==> config.mk <==
export PLATFORM = sky130hd
export DESIGN_NAME = led_scale_pipe
export DESIGN_NICKNAME = d
export VERILOG_FILES = /design/src/rtl/led_scale_pkg.sv /design/src/rtl/led_scale_lane.sv /design/src/rtl/led_scale_pipe.sv
export SDC_FILE = /design/constraint.sdc
export NUM_CORES = 1
export LEC_CHECK = 0
export BUFFER_PORTS_ARGS = -buffer_cell sky130_fd_sc_hd__buf_2
export CORE_AREA = 5 5 160 162
export CTS_CLUSTER_DIAMETER = 60
export DETAILED_ROUTE_END_ITERATION = 16
export DIE_AREA = 0 0 165 167
export PLACE_DENSITY = 0.86
export SYNTH_ARGS = -nofsm -noshare
export SYNTH_HDL_FRONTEND = slang
export SYNTH_SLANG_ARGS = --single-unit
==> constraint.sdc <==
create_clock -name clk -period 8.6 [get_ports clk]
set_input_delay 0.43 -clock clk [delete_from_list [all_inputs] [get_ports clk]]
set_output_delay 0.43 -clock clk [all_outputs]
set_load 0.01 [all_outputs]
==> src/rtl/led_scale_pkg.sv <==
// Shared constants and helpers for the LED brightness scaler.
package led_scale_pkg;

    localparam int PCT_W      = 7;
    localparam int PCT_MAX    = 100;
    localparam int ROUND_BIAS = 50;

    // Percent requests above full brightness are treated as full brightness.
    function automatic logic [PCT_W-1:0] clamp_pct(input logic [PCT_W-1:0] pct);
        return (pct > PCT_W'(PCT_MAX)) ? PCT_W'(PCT_MAX) : pct;
    endfunction

endpackage

==> src/rtl/led_scale_lane.sv <==
// One colour channel of the scaler: stage 1 multiplies by the percent,
// stage 2 divides by 100 with optional round-half-up.
module led_scale_lane
    import led_scale_pkg::*;
#(
    parameter int DATA_W = 8
) (
    input  logic              clk,
    input  logic              rst_n,
    input  logic              load1,
    input  logic              load2,
    input  logic [DATA_W-1:0] pix,
    input  logic [PCT_W-1:0]  pct,
    input  logic              round_en,
    output logic [DATA_W-1:0] result
);

    localparam int PROD_W = DATA_W + PCT_W;

    logic [PROD_W-1:0] prod_q;
    logic              round_q;
    logic [PROD_W-1:0] biased;

    // Stage 1: capture the raw product and rounding mode of the accepted beat.
    always_ff @(posedge clk) begin
        if (!rst_n) begin
            prod_q  <= '0;
            round_q <= 1'b0;
        end else if (load1) begin
            prod_q  <= PROD_W'(pix) * PROD_W'(pct);
            round_q <= round_en;
        end
    end

    // The bias cannot overflow: (2^DATA_W - 1) * 100 + 50 < 2^(DATA_W + 7).
    always_comb begin
        biased = prod_q + (round_q ? PROD_W'(ROUND_BIAS) : '0);
    end

    // Stage 2: exact constant divide; the quotient never exceeds the input pixel.
    always_ff @(posedge clk) begin
        if (!rst_n) begin
            result <= '0;
        end else if (load2) begin
            result <= DATA_W'(biased / PROD_W'(PCT_MAX));
        end
    end

endmodule

==> src/rtl/led_scale_pipe.sv <==
// Streaming multi-channel brightness scaler with a per-frame percent ramp.
// Two-stage valid/ready pipeline; each beat is scaled by the percent in
// effect on the cycle it is accepted.
module led_scale_pipe
    import led_scale_pkg::*;
#(
    parameter int DATA_W    = 8,
    parameter int CHANNELS  = 3,
    parameter int RAMP_STEP = 4,
    parameter int RESET_PCT = 20
) (
    input  logic                       clk,
    input  logic                       rst_n,
    input  logic                       frame_start,
    input  logic [PCT_W-1:0]           target_pct,
    input  logic                       ramp_en,
    input  logic                       round_en,
    input  logic                       s_valid,
    output logic                       s_ready,
    input  logic [CHANNELS*DATA_W-1:0] s_data,
    output logic                       m_valid,
    input  logic                       m_ready,
    output logic [CHANNELS*DATA_W-1:0] m_data,
    output logic [PCT_W-1:0]           cur_pct,
    output logic                       ramp_busy
);

    logic             v1;
    logic             ready1;
    logic             ready2;
    logic             load1;
    logic             load2;
    logic [PCT_W-1:0] tgt;
    logic [PCT_W-1:0] step;
    logic [PCT_W-1:0] next_pct;

    assign ready2  = !m_valid || m_ready;
    assign ready1  = !v1 || ready2;
    assign s_ready = ready1;
    assign load1   = s_valid && ready1;
    assign load2   = v1 && ready2;

    // Stage valids advance whenever the stage ahead can take a beat.
    always_ff @(posedge clk) begin
        if (!rst_n) begin
            v1      <= 1'b0;
            m_valid <= 1'b0;
        end else begin
            if (ready1) begin
                v1 <= s_valid;
            end
            if (ready2) begin
                m_valid <= v1;
            end
        end
    end

    genvar ch;
    generate
        for (ch = 0; ch < CHANNELS; ch++) begin : g_lane
            led_scale_lane #(
                .DATA_W (DATA_W)
            ) u_lane (
                .clk      (clk),
                .rst_n    (rst_n),
                .load1    (load1),
                .load2    (load2),
                .pix      (s_data[ch*DATA_W +: DATA_W]),
                .pct      (cur_pct),
                .round_en (round_en),
                .result   (m_data[ch*DATA_W +: DATA_W])
            );
        end
    endgenerate

    assign tgt       = clamp_pct(target_pct);
    assign step      = PCT_W'(RAMP_STEP);
    assign ramp_busy = (cur_pct != tgt);

    // Next ramp value: snap when within one step, otherwise move one step without overshoot.
    always_comb begin
        next_pct = cur_pct;
        if (!ramp_en) begin
            next_pct = tgt;
        end else if (tgt > cur_pct) begin
            if ((tgt - cur_pct) <= step) begin
                next_pct = tgt;
            end else begin
                next_pct = cur_pct + step;
            end
        end else if (tgt < cur_pct) begin
            if ((cur_pct - tgt) <= step) begin
                next_pct = tgt;
            end else begin
                next_pct = cur_pct - step;
            end
        end
    end

    // Percent register updates only on frame boundaries so fades are frame-paced.
    always_ff @(posedge clk) begin
        if (!rst_n) begin
            cur_pct <= PCT_W'(RESET_PCT);
        end else if (frame_start) begin
            cur_pct <= next_pct;
        end
    end

endmodule
### Word level (Yosys, flattened, before mapping)

Cells that the tools add are included.

* reductions and logical operators: 7
* multiply operators: 3
* divide/modulo/power cells: 3
* $add $sub $neg: 7
* equal/unequal tests: 2
* $lt $le $gt $ge: 5
* mux-type cells: 7

Operators by type and width (number)
* $div 15x7->15 const B: 3
* $mul 8x7->15: 3
* $mux 7: 6
* $add 15x15->15: 2
* $add 15x6->15: 1
* $le 7x3->1 const B: 2
* $sub 7x7->7: 2
* $add 7x3->7 const B: 1
* $gt 7x7->1: 1
* $gt 7x7->1 const B: 1
* $lt 7x7->1: 1
* $ne 7x7->1: 1
* $sub 7x3->7 const B: 1
* $mux 6: 1
* $ne 3x1->1 const B: 1
* $logic_and 1x1->1: 2
* $logic_not 1->1: 2
* $logic_or 1x1->1: 2
* $reduce_and 2->1: 1

* output and inout bits: 34
* flip-flop bits (word level): 79
* word-level logic and storage cells: 44
* input port bits: 38

### Logic depth before layout (Yosys ltp)

Gate-level depths: netlist (run 1).

* depth in word-level cells: 8
* mapped depth: 27
* depth with buffers taken out: 23

### Hierarchy

Synthesis (run 1) repeated with hierarchy kept, for this count alone.

* cell total of the unflattened synthesis: 1949
* area, all modules: 15521.1 µm²

Modules (own cells, without submodules)
* led_scale_lane at g_lane[0].u_lane: cells an instance 625, area each 5084.9 µm², seq. area each 480.5 µm², instances 1
* led_scale_lane at g_lane[1].u_lane: cells an instance 597, area each 4702.0 µm², seq. area each 460.4 µm², instances 1
* led_scale_lane at g_lane[2].u_lane: cells an instance 540, area each 4399.2 µm², seq. area each 460.4 µm², instances 1
* led_scale_pipe: cells an instance 187, area each 1335.0 µm², seq. area each 180.2 µm², instances 1

### Worst setup path after synthesis (run 1)

OpenSTA, ideal clock, no wires.

* kind: register -> register
* from: register g_lane[2].u_lane.round_q
* to: register g_lane[2].u_lane.result[0]
* path slack: 2475 ps
* stages on the path, launching flop included: 27
* buffers on the path: 3
* library setup time: 124 ps
* data arrival time: 6001 ps
* period minus slack after synthesis: 6125 ps
* data required time: 8476 ps
* cell sequence: dfxtp_1 > ha_1 > ha_1 > nand4_2 > and2_1 > clkbuf_1 > or4_1 > buf_2 > a22oi_2 > xnor2_1 > or3_1 > nor4_2 > a31oi_1 > o211ai_2 > nor3b_1 > or2_1 > buf_6 > mux2i_4 > mux2i_4 > mux2i_1 > o211ai_2 > o21a_2 > nand2b_1 > and4_4 > or3_4 > a41oi_2 > a31oi_1

* longest elaborated chain between the ends: 3

Ends and longest elaborated chain
* from (decl): RTL line led_scale_lane.sv:21 `logic round_q;`
* from (signal assigned): RTL line led_scale_lane.sv:31 `round_q <= round_en;`
* $mux 6
* $add 15x6->15: RTL line led_scale_lane.sv:37 `biased = prod_q + (round_q ? PROD_W'(ROUND_BIAS) : '0);`
* $div 15x7->15: RTL line led_scale_lane.sv:45 `result <= DATA_W'(biased / PROD_W'(PCT_MAX));`
* to (signal assigned): RTL line led_scale_lane.sv:45
* to (decl): RTL line led_scale_lane.sv:15 `output logic [DATA_W-1:0] result`

No other way between the ends.
A chain may end at the register's enable or synchronous reset.

==> impl_results.md, run 1 <==
* Final number of hold-violating endpoints at 0
* Launching point of the worst reg2reg path: g_lane[2].u_lane.round_q$_SDFFE_PN0P_
* RSZ-0062 raised after global routing: false
* Clock tree buffer depth at 2
* Part of the Yosys area used for sequential elements at 10.9%
* DRC violation count after routing at 0
* Ys flop type: sky130_fd_sc_hd__dfxtp_1
* Hold_buf cts at 0
* Horizontal die dimension at 165 um
* Antenna violations before repair at 3
* Cell types with the largest area share after synthesis: sky130_fd_sc_hd__fa_1 (12%), sky130_fd_sc_hd__ha_1 (11%), sky130_fd_sc_hd__dfxtp_1 (11%), sky130_fd_sc_hd__nand2_1 (7.2%), sky130_fd_sc_hd__a21oi_1 (5.0%)
* Clock Latency Late Sink at 0.35 ns
* Cell taking the most area after synthesis: sky130_fd_sc_hd__fa_1
* First-pass detailed-route iteration total at 6
* Die height at 167 um
* CTS-repair resized insts at 0
* Setup slack at placement at 1.26 ns
* VDD IR max at 0.248 mV
* Setup slack of the most critical reg-to-reg path at 1.06 ns
* Result of the run: finished clean
* Cell chosen for the clock root: sky130_fd_sc_hd__clkbuf_16
* Arrival @ worst endpoint at 7.74 ns
* Reg2reg end: g_lane[0].u_lane.result[0]$_SDFFE_PN0P_
* Total CTS buffers at 9
* Final setup vio count at 0
* Global routing usage summed across all routing layers at 26.4%
* Number of core rows at 57
* Cell area after placement at 14600 um2
* Remaining global-route overflow at 0
* Post-Syn Instances at 1863
* Post-CTS setup-driven buffer insertion count at 0
* Yosys cell types at 109
* Count of warnings emitted by yosys at 0
* Post-synth design cell area at 14100 um2
* Share of total power in sequential cells at 9.9%
* Hold EP: v1$_SDFFE_PN0N_
* Net Switching at 3.08 mW
* Detailed-route via count at 14100
* Wire length of the first global-routing pass at 62400 um
* Pins Over Slew Limit at 0
* Share of cells above drive strength 1 at 8.80%
* Cell with the most instances after synthesis: sky130_fd_sc_hd__nand2_1
* Ranking of synthesized cells by instance count: sky130_fd_sc_hd__nand2_1 (272), sky130_fd_sc_hd__inv_1 (157), sky130_fd_sc_hd__a21oi_1 (141), sky130_fd_sc_hd__ha_1 (126), sky130_fd_sc_hd__nor2_1 (97)
* Via-to-Cell Ratio at 6.39
* Delay contributed by the slowest stage of the critical path at 0.84 ns
* Number of port buffers at 71
* Slowest cell on the critical path: sky130_fd_sc_hd__xor2_1
* Cell-internal power at 2.56 mW
* Detailed placement HPWL at 28200 um
* Non-filler cells, final at 2201
* Worst-path fanout max at 14
* Synth-to-layout area growth at 5.63%
* Startpoint type of the worst setup path: flop
* Slew at the pin with the worst max-slew slack at 1.10 ns
* Logic pwr share at 82.4%
* Slew headroom at 25.7%
* Final Net Count at 2120
* Area of the die at 27600 um2
* Required time of the critical path at 8.80 ns
* Switching power as a share of total power at 54.6%
* Area fraction of the dominant cell type after synthesis at 12.3%
* Number of enable flip-flop cells after synthesis at 0
* # clock sinks at 77
* List of cells traversed by the critical path: ha_1, ha_1, nand4_1, a211oi_2, xor2_1, o211ai_1, a21oi_1, o32ai_1, o311ai_0, a21o_1, nand3_1, nand3_1, nand2_1, o32ai_2, xor2_2, o21a_1, maj3_1, o21bai_1, a21o_1, a211oi_1, mux2_1, o211ai_1, a21oi_1
* DR iter-0 viols at 1245
* Startpoint of the lowest-slack hold path: s_valid
* Number of cells traversed by the worst hold path at 3
* Fraction of synthesis flops using an asynchronous set or reset pin at 0%
* Placed Cells at 2182
* Total wire length at 36700 um
* Total nets after synthesis at 2114
* Count of maximum capacitance violations at 0
* Minimum clock period at 7.54 ns
* Post-DR wirelength/cell at 16.7 um
* Worst Reg2Reg Path Length in Cells at 23
* Vias in the first global route at 13500
* Initial Util at 58.9%
* Period utilization at 87.7%
* Synth Area per Inst at 7.58 um2
* Lkg Pwr at 6.67 nW
* Peak clock frequency supported by timing at 0.133 GHz
* Largest net degree at the start of global routing at 63
* Deepest level of the CTS H-tree at 3
* Core area at 24000 um2
* Worst Clk Skew at 0.0167 ns
* Worst setup path category: flop to flop
* CP endpoint kind: flop
* Smallest setup slack after layout at 1.06 ns
* Class of the tightest hold or removal check: input port to flop
* RePlAce Congestion at 0.938
* Post-route standard cell area excluding fillers at 14900 um2
* ANT nets after route at 0
* Clock-pin slew on the worst setup and hold paths at 0.07 ns
* Seq cells post-synth at 77
* Total power density per cell area at 378 nW/um2
* Io pins at 72
* Post-route setup TNS at 0 ns
* Portion of total power attributed to the clock network at 7.7%
* TritonCTS clock tree: done
-- cell families (layout without fill, tap and decap cells) --
family                   Yosys count  in the layout  synth area share [%]
multiplexers                      20             20                  1.71
AO/OA/AOI/OAI                    560            560                  28.1
XOR/XNOR                         111            111                  7.09
adder cells (fa/ha/maj)          219            219                  23.9
AND/OR/NAND/NOR                  631            631                  21.3
buffers and inverters            245            256                  6.97
other                              0              3                     0
flip-flops                        77             77                  10.9
-- cell usage in the layout (no fill, tap or decap), drive strengths merged, types with 17 or more instances in the layout --
| cell | instances |
|---|---|
| a211oi | 46 |
| a21o | 37 |
| a21oi | 144 |
| a31oi | 38 |
| and2 | 81 |
| buf | 82 |
| dfxtp | 77 |
| fa | 87 |
| ha | 126 |
| inv | 159 |
| nand2 | 274 |
| nand3 | 43 |
| nand4 | 17 |
| nor2 | 97 |
| nor3 | 41 |
| o211ai | 32 |
| o21ai | 69 |
| o21bai | 22 |
| xnor2 | 78 |
| xor2 | 32 |
-- flip-flops by register name, summed over array words and instances (netlist names) --
| name | flops |
|---|---|
| g_lane.u_lane.prod_q | 43 |
| g_lane.u_lane.result | 24 |
| v1 | 1 |
| cur_pct | 7 |
| g_lane.u_lane.round_q | 1 |
| m_valid | 1 |
-- layer usage --
layer	GRT usage [%]	vias to the layer above	share of wire, %
li1	-	6688	-
met1	34.5	6688	42
met2	44.9	599	48
met3	2.40	99	6.4
met4	9.95	0	3.1
met5	0	-	0
-- worst max path at each step --
stage | slack [ns] | to | from
final | 1.06 | g_lane[0].u_lane.result[0]$_SDFFE_PN0P_ | g_lane[2].u_lane.round_q$_SDFFE_PN0P_
after global routing | 0.44 | g_lane[0].u_lane.result[0]$_SDFFE_PN0P_ | g_lane[2].u_lane.round_q$_SDFFE_PN0P_
after CTS | 1.25 | g_lane[0].u_lane.result[0]$_SDFFE_PN0P_ | g_lane[2].u_lane.round_q$_SDFFE_PN0P_
after floorplan | 2.48 | g_lane[2].u_lane.result[0]$_SDFFE_PN0P_ | g_lane[2].u_lane.round_q$_SDFFE_PN0P_
after global placement | 1.64 | g_lane[0].u_lane.result[0]$_SDFFE_PN0P_ | g_lane[2].u_lane.round_q$_SDFFE_PN0P_
after detailed placement | 1.26 | g_lane[0].u_lane.result[0]$_SDFFE_PN0P_ | g_lane[2].u_lane.round_q$_SDFFE_PN0P_
-- power by group through the flow --
stage	registers [mW]	clock network, mW	logic, mW
2_1_floorplan	0.500	0	3.82
4_1_cts	0.554	0.436	4.57
3_5_place_dp	0.563	0	4.53
5_1_grt	0.572	0.452	5.17
3_3_place_gp	0.555	0	4.38
6_report	0.558	0.434	4.64
-- critical path: cells and delay by family, from the launching register on --
family | cells | cell delay [ns]
simple gates | 4 | 0.92
flops | 1 | 0.64
compound gates | 13 | 3.55
xor+xnor | 2 | 1.21
mux | 1 | 0.36
fa+ha+maj | 3 | 0.73
-- area by class of cell --
class / instances / area (um2)
Timing Repair Buffer: 82 / 438
Clock inverter: 6 / 93.8
Sequential cell: 77 / 1540
Inverter: 158 / 593
Multi-Input combinational cell: 1541 / 11600
Antenna cell: 3 / 7.51
Fill cell: 2078 / 9040
Tap cell: 324 / 405
Clock buffer: 10 / 239
-- metrics by stage --
step | utilization, % | hold WS [ns] | power [mW]
floorplan | - | 0.433 | 4.32
global placement | 60.8 | 0.443 | 4.93
detailed placement | 60.8 | 0.455 | 5.09
CTS | 62.2 | 0.336 | 5.56
global route | 62.3 | 0.375 | 6.19
finish | 62.3 | 0.350 | 5.63
Power figures use the tool's default switching activity.
==> inputs of run 2 (changes only) <==
--- a/config.mk
+++ b/config.mk
@@ -5,12 +5,13 @@
 export SDC_FILE = /design/constraint.sdc
 export NUM_CORES = 1
 export LEC_CHECK = 0
+export ABC_AREA = 1
 export BUFFER_PORTS_ARGS = -buffer_cell sky130_fd_sc_hd__buf_2
-export CORE_AREA = 5 5 160 162
+export CORE_AREA = 5 5 158 160
 export CTS_CLUSTER_DIAMETER = 60
 export DETAILED_ROUTE_END_ITERATION = 16
-export DIE_AREA = 0 0 165 167
-export PLACE_DENSITY = 0.86
+export DIE_AREA = 0 0 163 165
+export PLACE_DENSITY = 0.77
 export SYNTH_ARGS = -nofsm -noshare
 export SYNTH_HDL_FRONTEND = slang
 export SYNTH_SLANG_ARGS = --single-unit
==> impl_results.md, run 2 <==
* Minimum clock period at 5.48 ns (was 7.54 ns)
* Total CTS buffers at 9 (unchanged)
* Placed Cells at 2496 (was 2182)
* Antenna violations before repair at 1 (was 3)
* Worst setup path category: flop to flop (unchanged)
* DRC violation count after routing at 0 (unchanged)
* Ant. Diodes at 0 (was 3)
* Commonest non-fill, non-tap cell in the layout: sky130_fd_sc_hd__nand2_1 (unchanged)
* Horizontal die dimension at 163 um (was 165 um)
* Synth Area per Inst at 6.41 um2 (was 7.58 um2)
* Arrival @ worst endpoint at 5.73 ns (was 7.74 ns)
* Count of maximum capacitance violations at 0 (unchanged)
* First-pass detailed-route iteration total at 5 (was 6)
* Most frequent cells in the layout: sky130_fd_sc_hd__nand2_1 (531), sky130_fd_sc_hd__inv_1 (403), sky130_fd_sc_hd__nor2_1 (161) (was sky130_fd_sc_hd__nand2_1 (272), sky130_fd_sc_hd__inv_1 (157), sky130_fd_sc_hd__a21oi_1 (141))
* Pins Over Slew Limit at 0 (unchanged)
* Clock tree buffer depth at 2 (unchanged)
* Clock Latency Late Sink at 0.35 ns (about the same)
* Cell chosen for the clock root: sky130_fd_sc_hd__clkbuf_16 (unchanged)
* Hold_buf cts at 0 (unchanged)
* CTS-repair resized insts at 0 (unchanged)
* Synth-to-layout area growth at 6.84% (was 5.63%)
* Worst Clk Skew at 0.00998 ns (was 0.0167 ns)
* Number of enable flip-flop cells after synthesis at 0 (unchanged)
* Slew at the pin with the worst max-slew slack at 1.12 ns (was 1.10 ns)
* Share of cells above drive strength 1 at 14.3% (was 8.80%)
* Area fraction of the dominant cell type after synthesis at 14.5% (was 12.3%)
* Worst-path fanout max at 28 (was 14)
* CP endpoint kind: flop (unchanged)
* Yosys cell types at 48 (was 109)
* Largest net degree at the start of global routing at 63 (unchanged)
* Total wire length at 31500 um (was 36700 um)
* Detailed-route via count at 13000 (was 14100)
* Final number of hold-violating endpoints at 0 (unchanged)
* Cell taking the most area after synthesis: sky130_fd_sc_hd__nand2_1 (was sky130_fd_sc_hd__fa_1)
* Io pins at 72 (unchanged)
* Largest register by flop count: g_lane.u_lane.prod_q (unchanged)
* Core area at 23300 um2 (was 24000 um2)
* Cell with the most instances after synthesis: sky130_fd_sc_hd__nand2_1 (unchanged)
* Remaining global-route overflow at 0 (unchanged)
* Total nets after synthesis at 2397 (was 2114)
* DR iter-0 viols at 769 (was 1245)
* # clock sinks at 76 (was 77)
* Initial Util at 59.1% (was 58.9%)
* Cell area after placement at 14400 um2 (was 14600 um2)
* Top flop regs: g_lane.u_lane.prod_q: 42 flops, g_lane.u_lane.result: 24 flops, cur_pct: 7 flops (was g_lane.u_lane.prod_q: 43 flops, g_lane.u_lane.result: 24 flops, cur_pct: 7 flops)
* Detailed placement HPWL at 25500 um (was 28200 um)
* Period utilization at 63.7% (was 87.7%)
* Peak clock frequency supported by timing at 0.183 GHz (was 0.133 GHz)
* Startpoint type of the worst setup path: flop (unchanged)
* Via-to-Cell Ratio at 5.17 (was 6.39)
* Cell types with the largest area share after synthesis: sky130_fd_sc_hd__nand2_1 (14%), sky130_fd_sc_hd__fa_1 (13%), sky130_fd_sc_hd__ha_1 (11%), sky130_fd_sc_hd__dfxtp_1 (11%), sky130_fd_sc_hd__inv_1 (11%) (was sky130_fd_sc_hd__fa_1 (12%), sky130_fd_sc_hd__ha_1 (11%), sky130_fd_sc_hd__dfxtp_1 (11%), sky130_fd_sc_hd__nand2_1 (7.2%), sky130_fd_sc_hd__a21oi_1 (5.0%))
* Fraction of synthesis flops using an asynchronous set or reset pin at 0% (unchanged)
* Ranking of synthesized cells by instance count: sky130_fd_sc_hd__nand2_1 (531), sky130_fd_sc_hd__inv_1 (404), sky130_fd_sc_hd__nor2_1 (161), sky130_fd_sc_hd__nand3_1 (154), sky130_fd_sc_hd__ha_1 (126) (was sky130_fd_sc_hd__nand2_1 (272), sky130_fd_sc_hd__inv_1 (157), sky130_fd_sc_hd__a21oi_1 (141), sky130_fd_sc_hd__ha_1 (126), sky130_fd_sc_hd__nor2_1 (97))
* Final setup vio count at 0 (unchanged)
* Worst Reg2Reg Path Length in Cells at 21 (was 23)
* Non-filler cells, final at 2512 (was 2201)
* Post-route standard cell area excluding fillers at 14700 um2 (was 14900 um2)
* RePlAce Congestion at 0.926 (was 0.938)
* Seq cells post-synth at 76 (was 77)
* Vias in the first global route at 12000 (was 13500)
* Area of the die at 26900 um2 (was 27600 um2)
* Part of the Yosys area used for sequential elements at 11.1% (was 10.9%)
* Number of cells traversed by the worst hold path at 4 (was 3)
* Number of port buffers at 71 (unchanged)
* Post-synth design cell area at 13800 um2 (was 14100 um2)
* Global routing usage summed across all routing layers at 23.7% (was 26.4%)
* Clock-pin slew on the worst setup and hold paths at 0.07 ns (about the same)
* Die height at 165 um (was 167 um)
* TritonCTS clock tree: done (unchanged)
* Post-Syn Instances at 2146 (was 1863)
* Deepest level of the CTS H-tree at 3 (unchanged)
* Class of the tightest hold or removal check: input port to flop (unchanged)
* Result of the run: finished clean (unchanged)
* Slew headroom at 25.2% (was 25.7%)
* Post-route setup TNS at 0 ns (unchanged)
* ANT nets after route at 0 (unchanged)
* Post-CTS setup-driven buffer insertion count at 0 (unchanged)
* Number of core rows at 56 (was 57)
* Wire length of the first global-routing pass at 54400 um (was 62400 um)
* RSZ-0062 raised after global routing: false (unchanged)
* Final Net Count at 2439 (was 2120)
* Count of warnings emitted by yosys at 0 (unchanged)
* Post-DR wirelength/cell at 12.5 um (was 16.7 um)
* Ys flop type: sky130_fd_sc_hd__dfxtp_1 (unchanged)
* Max reg flops at 42 (was 43)
* Required time of the critical path at 8.85 ns (was 8.80 ns)
[run 2: cell types whose count changed after synthesis, sizes merged, moves of 38 or more]
cell	delta
nand2	+378
inv	+275
nand3	+131
nor2	+88
and2	-80
xnor2	-62
o21ai	+59
a21oi	-58
a211oi	-43
nor3	-38
[run 2: final timing paths]
path	slack [ns]	start	to
worst max-delay path	3.12	cur_pct[6]$_SDFFE_PN0P_	g_lane[2].u_lane.prod_q[14]$_SDFFE_PN0P_
worst min-delay path	0.37	m_ready	m_valid$_SDFFE_PN0P_
worst max register to register	3.12	cur_pct[6]$_SDFFE_PN0P_	g_lane[2].u_lane.prod_q[14]$_SDFFE_PN0P_
worst min register to register	0.50	g_lane[1].u_lane.prod_q[1]$_SDFFE_PN0P_	g_lane[1].u_lane.prod_q[1]$_SDFFE_PN0P_
[run 2: through the flow]
step / setup WS (ns) / util (%) / hold slack (ns)
after detailed placement: 3.17 / 61.8 / 0.489
after global placement: 3.33 / 61.8 / 0.478
after global routing: 2.47 / 63.2 / 0.426
after CTS: 3.13 / 63.2 / 0.359
final: 3.12 / 63.2 / 0.371
after floorplan: 3.53 / - / 0.459
[run 2: cells by family (layout without fill, tap and decap cells)]
family,count (synthesis),after routing,share of synthesized area [%]
flops,76,76,11.1
buf+inv,480,527,13.2
xor+xnor,70,70,4.51
simple gates,1057,1057,37.1
fa+ha+maj,213,213,24.1
compound gates,250,250,10.1
[run 2: per-layer routing]
| layer | part of all wire [%] | GRT usage, % | routed length (um) |
|---|---|---|---|
| met3 | 4.4 | 2.67 | 1380 |
| met5 | 0.022 | 0 | 7 |
| met1 | 48 | 32.9 | 15100 |
| met4 | 1.1 | 3.70 | 344 |
| met2 | 47 | 40.9 | 14600 |
[run 2: cell type report]
class                   count  area (um2)
fillers                  2206        8570
clock buffers               9         225
clock inverters             7        98.8
well taps                 319         399
inverters                 434        1630
multi-input cells        1590       10400
flip-flops and latches     76        1520
repair buffers             77         400
[run 2: critical path, cell delays in order (launching register included)]
cell	delay [ns]
sky130_fd_sc_hd__dfxtp_1	1.07
sky130_fd_sc_hd__nand2_1	0.20
sky130_fd_sc_hd__fa_1	0.60
sky130_fd_sc_hd__inv_1	0.06
sky130_fd_sc_hd__fa_1	0.50
sky130_fd_sc_hd__fa_1	0.52
sky130_fd_sc_hd__fa_1	0.49
sky130_fd_sc_hd__ha_1	0.36
sky130_fd_sc_hd__a21oi_1	0.15
sky130_fd_sc_hd__o21ai_0	0.16
sky130_fd_sc_hd__a21oi_1	0.17
sky130_fd_sc_hd__o21bai_1	0.10
sky130_fd_sc_hd__a21oi_1	0.14
sky130_fd_sc_hd__inv_1	0.05
sky130_fd_sc_hd__a21oi_1	0.18
sky130_fd_sc_hd__inv_1	0.06
sky130_fd_sc_hd__a21oi_1	0.12
sky130_fd_sc_hd__nor2_1	0.05
sky130_fd_sc_hd__nor2_1	0.11
sky130_fd_sc_hd__xor2_1	0.08
sky130_fd_sc_hd__o21ai_0	0.14
sky130_fd_sc_hd__inv_1	0.05
Power of run 2 is left out: the tool's default activity adds up to more than one toggle a clock period on the data nets, which glitch-free logic cannot reach.
==> inputs of run 3 (changes only) <==
==> constraint.sdc (replaced) <==
create_clock -name clk -period 5.2 [get_ports clk]
set_input_delay 0.26 -clock clk [delete_from_list [all_inputs] [get_ports clk]]
set_output_delay 0.26 -clock clk [all_outputs]
set_load 0.01 [all_outputs]
==> impl_results.md, run 3 (synthesis gave the netlist of run 2 again) <==
* Worst setup path category: flop to flop (unchanged)
* Slew headroom at 27.7% (was 25.2%)
* Startpoint of the lowest-slack hold path: m_ready (unchanged)
* Initial Util at 59.1% (unchanged)
* DRC violation count after routing at 0 (unchanged)
* Clock Latency Late Sink at 0.36 ns (was 0.35 ns)
* Total CTS buffers at 9 (unchanged)
* Arrival @ worst endpoint at 5.60 ns (was 5.73 ns)
* Antenna violations before repair at 0 (was 1)
* DR iter-0 viols at 733 (was 769)
* Crit path top cell by count: sky130_fd_sc_hd__nand2_4 (was sky130_fd_sc_hd__a21oi_1)
* Smallest setup slack after layout at -0.104 ns (was 3.12 ns)
* Worst Clk Skew at 0.0106 ns (was 0.00998 ns)
* CP endpoint kind: flop (unchanged)
* Via-to-Cell Ratio at 5.31 (was 5.17)
* Worst-path fanout max at 7 (was 28)
* Final number of hold-violating endpoints at 0 (unchanged)
* Die height at 165 um (unchanged)
* Hold slack final at 0.199 ns (was 0.371 ns)
* Top flop regs: g_lane.u_lane.prod_q: 42 flops, g_lane.u_lane.result: 24 flops, cur_pct: 7 flops (unchanged)
* Synth-to-layout area growth at 17.4% (was 6.84%)
* First-pass detailed-route iteration total at 5 (unchanged)
* Wire length of the first global-routing pass at 54500 um (was 54400 um)
* Total wire length at 34300 um (was 31500 um)
* Final setup vio count at 2 (was 0)
* Pins Over Slew Limit at 0 (unchanged)
* Core area at 23300 um2 (unchanged)
* Deepest level of the CTS H-tree at 3 (unchanged)
* Detailed-route via count at 13700 (was 13000)
* Most frequent cells in the layout: sky130_fd_sc_hd__nand2_1 (473), sky130_fd_sc_hd__inv_1 (398), sky130_fd_sc_hd__nor2_1 (153) (was sky130_fd_sc_hd__nand2_1 (531), sky130_fd_sc_hd__inv_1 (403), sky130_fd_sc_hd__nor2_1 (161))
* Io pins at 72 (unchanged)
* Launching point of the worst reg2reg path: g_lane[2].u_lane.round_q$_SDFFE_PN0P_ (was cur_pct[6]$_SDFFE_PN0P_)
* Detailed placement HPWL at 25900 um (was 25500 um)
* Delay contributed by the slowest stage of the critical path at 0.38 ns (was 1.07 ns)
* Required time of the critical path at 5.50 ns (was 8.85 ns)
* Largest register by flop count: g_lane.u_lane.prod_q (unchanged)
* Beginning of the critical path: g_lane[2].u_lane.round_q$_SDFFE_PN0P_ (was cur_pct[6]$_SDFFE_PN0P_)
* Post-route standard cell area excluding fillers at 16100 um2 (was 14700 um2)
* Count of maximum capacitance violations at 0 (unchanged)
* Area of the die at 26900 um2 (unchanged)
* Post-route setup TNS at -0.170 ns (was 0 ns)
* Vias in the first global route at 12200 (was 12000)
* Result of the run: finished, violations left (was finished clean)
* Remaining global-route overflow at 0 (unchanged)
* Period utilization at 102% (was 63.7%)
* Peak clock frequency supported by timing at 0.189 GHz (was 0.183 GHz)
* Class of the tightest hold or removal check: input port to flop (unchanged)
* Slowest cell on the critical path: sky130_fd_sc_hd__dfxtp_4 (was sky130_fd_sc_hd__dfxtp_1)
* Violated checks: setup timing
* Number of port buffers at 71 (unchanged)
* TritonCTS clock tree: done (unchanged)
* Post-DR wirelength/cell at 13.3 um (was 12.5 um)
* Max reg flops at 42 (unchanged)
* Horizontal die dimension at 163 um (unchanged)
* RePlAce Congestion at 0.917 (was 0.926)
* Minimum clock period at 5.30 ns (was 5.48 ns)
* Commonest non-fill, non-tap cell in the layout: sky130_fd_sc_hd__nand2_1 (unchanged)
* Clock-pin slew on the worst setup and hold paths at 0.07 ns (about the same)
* Ant. Diodes at 0 (unchanged)
* ANT nets after route at 0 (unchanged)
* Startpoint type of the worst setup path: flop (unchanged)
* Clock tree buffer depth at 2 (unchanged)
* Number of core rows at 56 (unchanged)
* RSZ-0062 raised after global routing: true (was false)
* Largest net degree at the start of global routing at 63 (unchanged)
* Cell chosen for the clock root: sky130_fd_sc_hd__clkbuf_16 (unchanged)
* Slew at the pin with the worst max-slew slack at 1.08 ns (was 1.12 ns)
* # fillers at 2001 (was 2206)
* Share of cells above drive strength 1 at 21.8% (was 14.3%)
* Global routing usage summed across all routing layers at 23.8% (was 23.7%)
* # clock sinks at 76 (unchanged)
* Cell area after placement at 14500 um2 (was 14400 um2)
* Final Net Count at 2500 (was 2439)
[run 3: changes by cell type in the layout (fill, tap and decap cells not counted), sizes merged]
| cell | before | now |
|---|---|---|
| buf | 77 | 138 |
| clkinvlp | 4 | 1 |
| inv | 434 | 437 |
| bufinv | 2 | 1 |
| clkinv | 1 | 2 |
[run 3: layout make-up]
| cell class | count | area, um2 | share of cell area, % |
|---|---|---|---|
| Clock buffer | 9 | 225 | 1.40 |
| Clock inverter | 7 | 81.3 | 0.504 |
| Inverter | 434 | 1630 | 10.1 |
| Multi-Input combinational cell | 1590 | 11300 | 70.3 |
| Sequential cell | 76 | 1530 | 9.47 |
| Tap cell | 319 | 399 | 2.47 |
| Timing Repair Buffer | 138 | 927 | 5.74 |
[run 3: stage by stage]
step / std cells / utilization, % / setup WS [ns]
finish: 2573 / 69.4 / -0.104
CTS: 2527 / 64.0 / 0.00948
floorplan: 2146 / - / 0.134
global route: 2573 / 69.4 / -0.442
detailed placement: 2511 / 62.4 / -0.174
global placement: 2511 / 62.4 / -0.0215
[run 3: path summary, 6_finish.rpt]
| path | endpoint | slack [ns] | cells past startpoint |
|---|---|---|---|
| max | g_lane[2].u_lane.result[0]$_SDFFE_PN0P_ | -0.10 | 47 |
| min | m_valid$_SDFFE_PN0P_ | 0.20 | 4 |
| max reg2reg | g_lane[2].u_lane.result[0]$_SDFFE_PN0P_ | -0.10 | 47 |
| min reg2reg | g_lane[2].u_lane.prod_q[1]$_SDFFE_PN0P_ | 0.49 | 2 |
[run 3: worst max-delay path, delay by kind of cell, from the launching register on]
kind                     cells  cell delay [ns]
flip-flops                   1             0.38
buffers and inverters        4             0.41
AND/OR/NAND/NOR             40             3.83
adder cells (fa/ha/maj)      1             0.29
AO/OA/AOI/OAI                2             0.31
[run 3: metal layers]
metal,wire (um),global-route usage [%]
met5,0,0
met4,744,5.60
met3,1540,2.72
met2,16400,40.9
met1,15600,32.4
[run 3: timing repair]
item,CTS,global route
setup endpoints to repair,3,10
setup buffers,0,46
hold buffers,0,0
gates resized for setup,10,210
pin swaps,4,119
Power of run 3 is left out for the same reason.
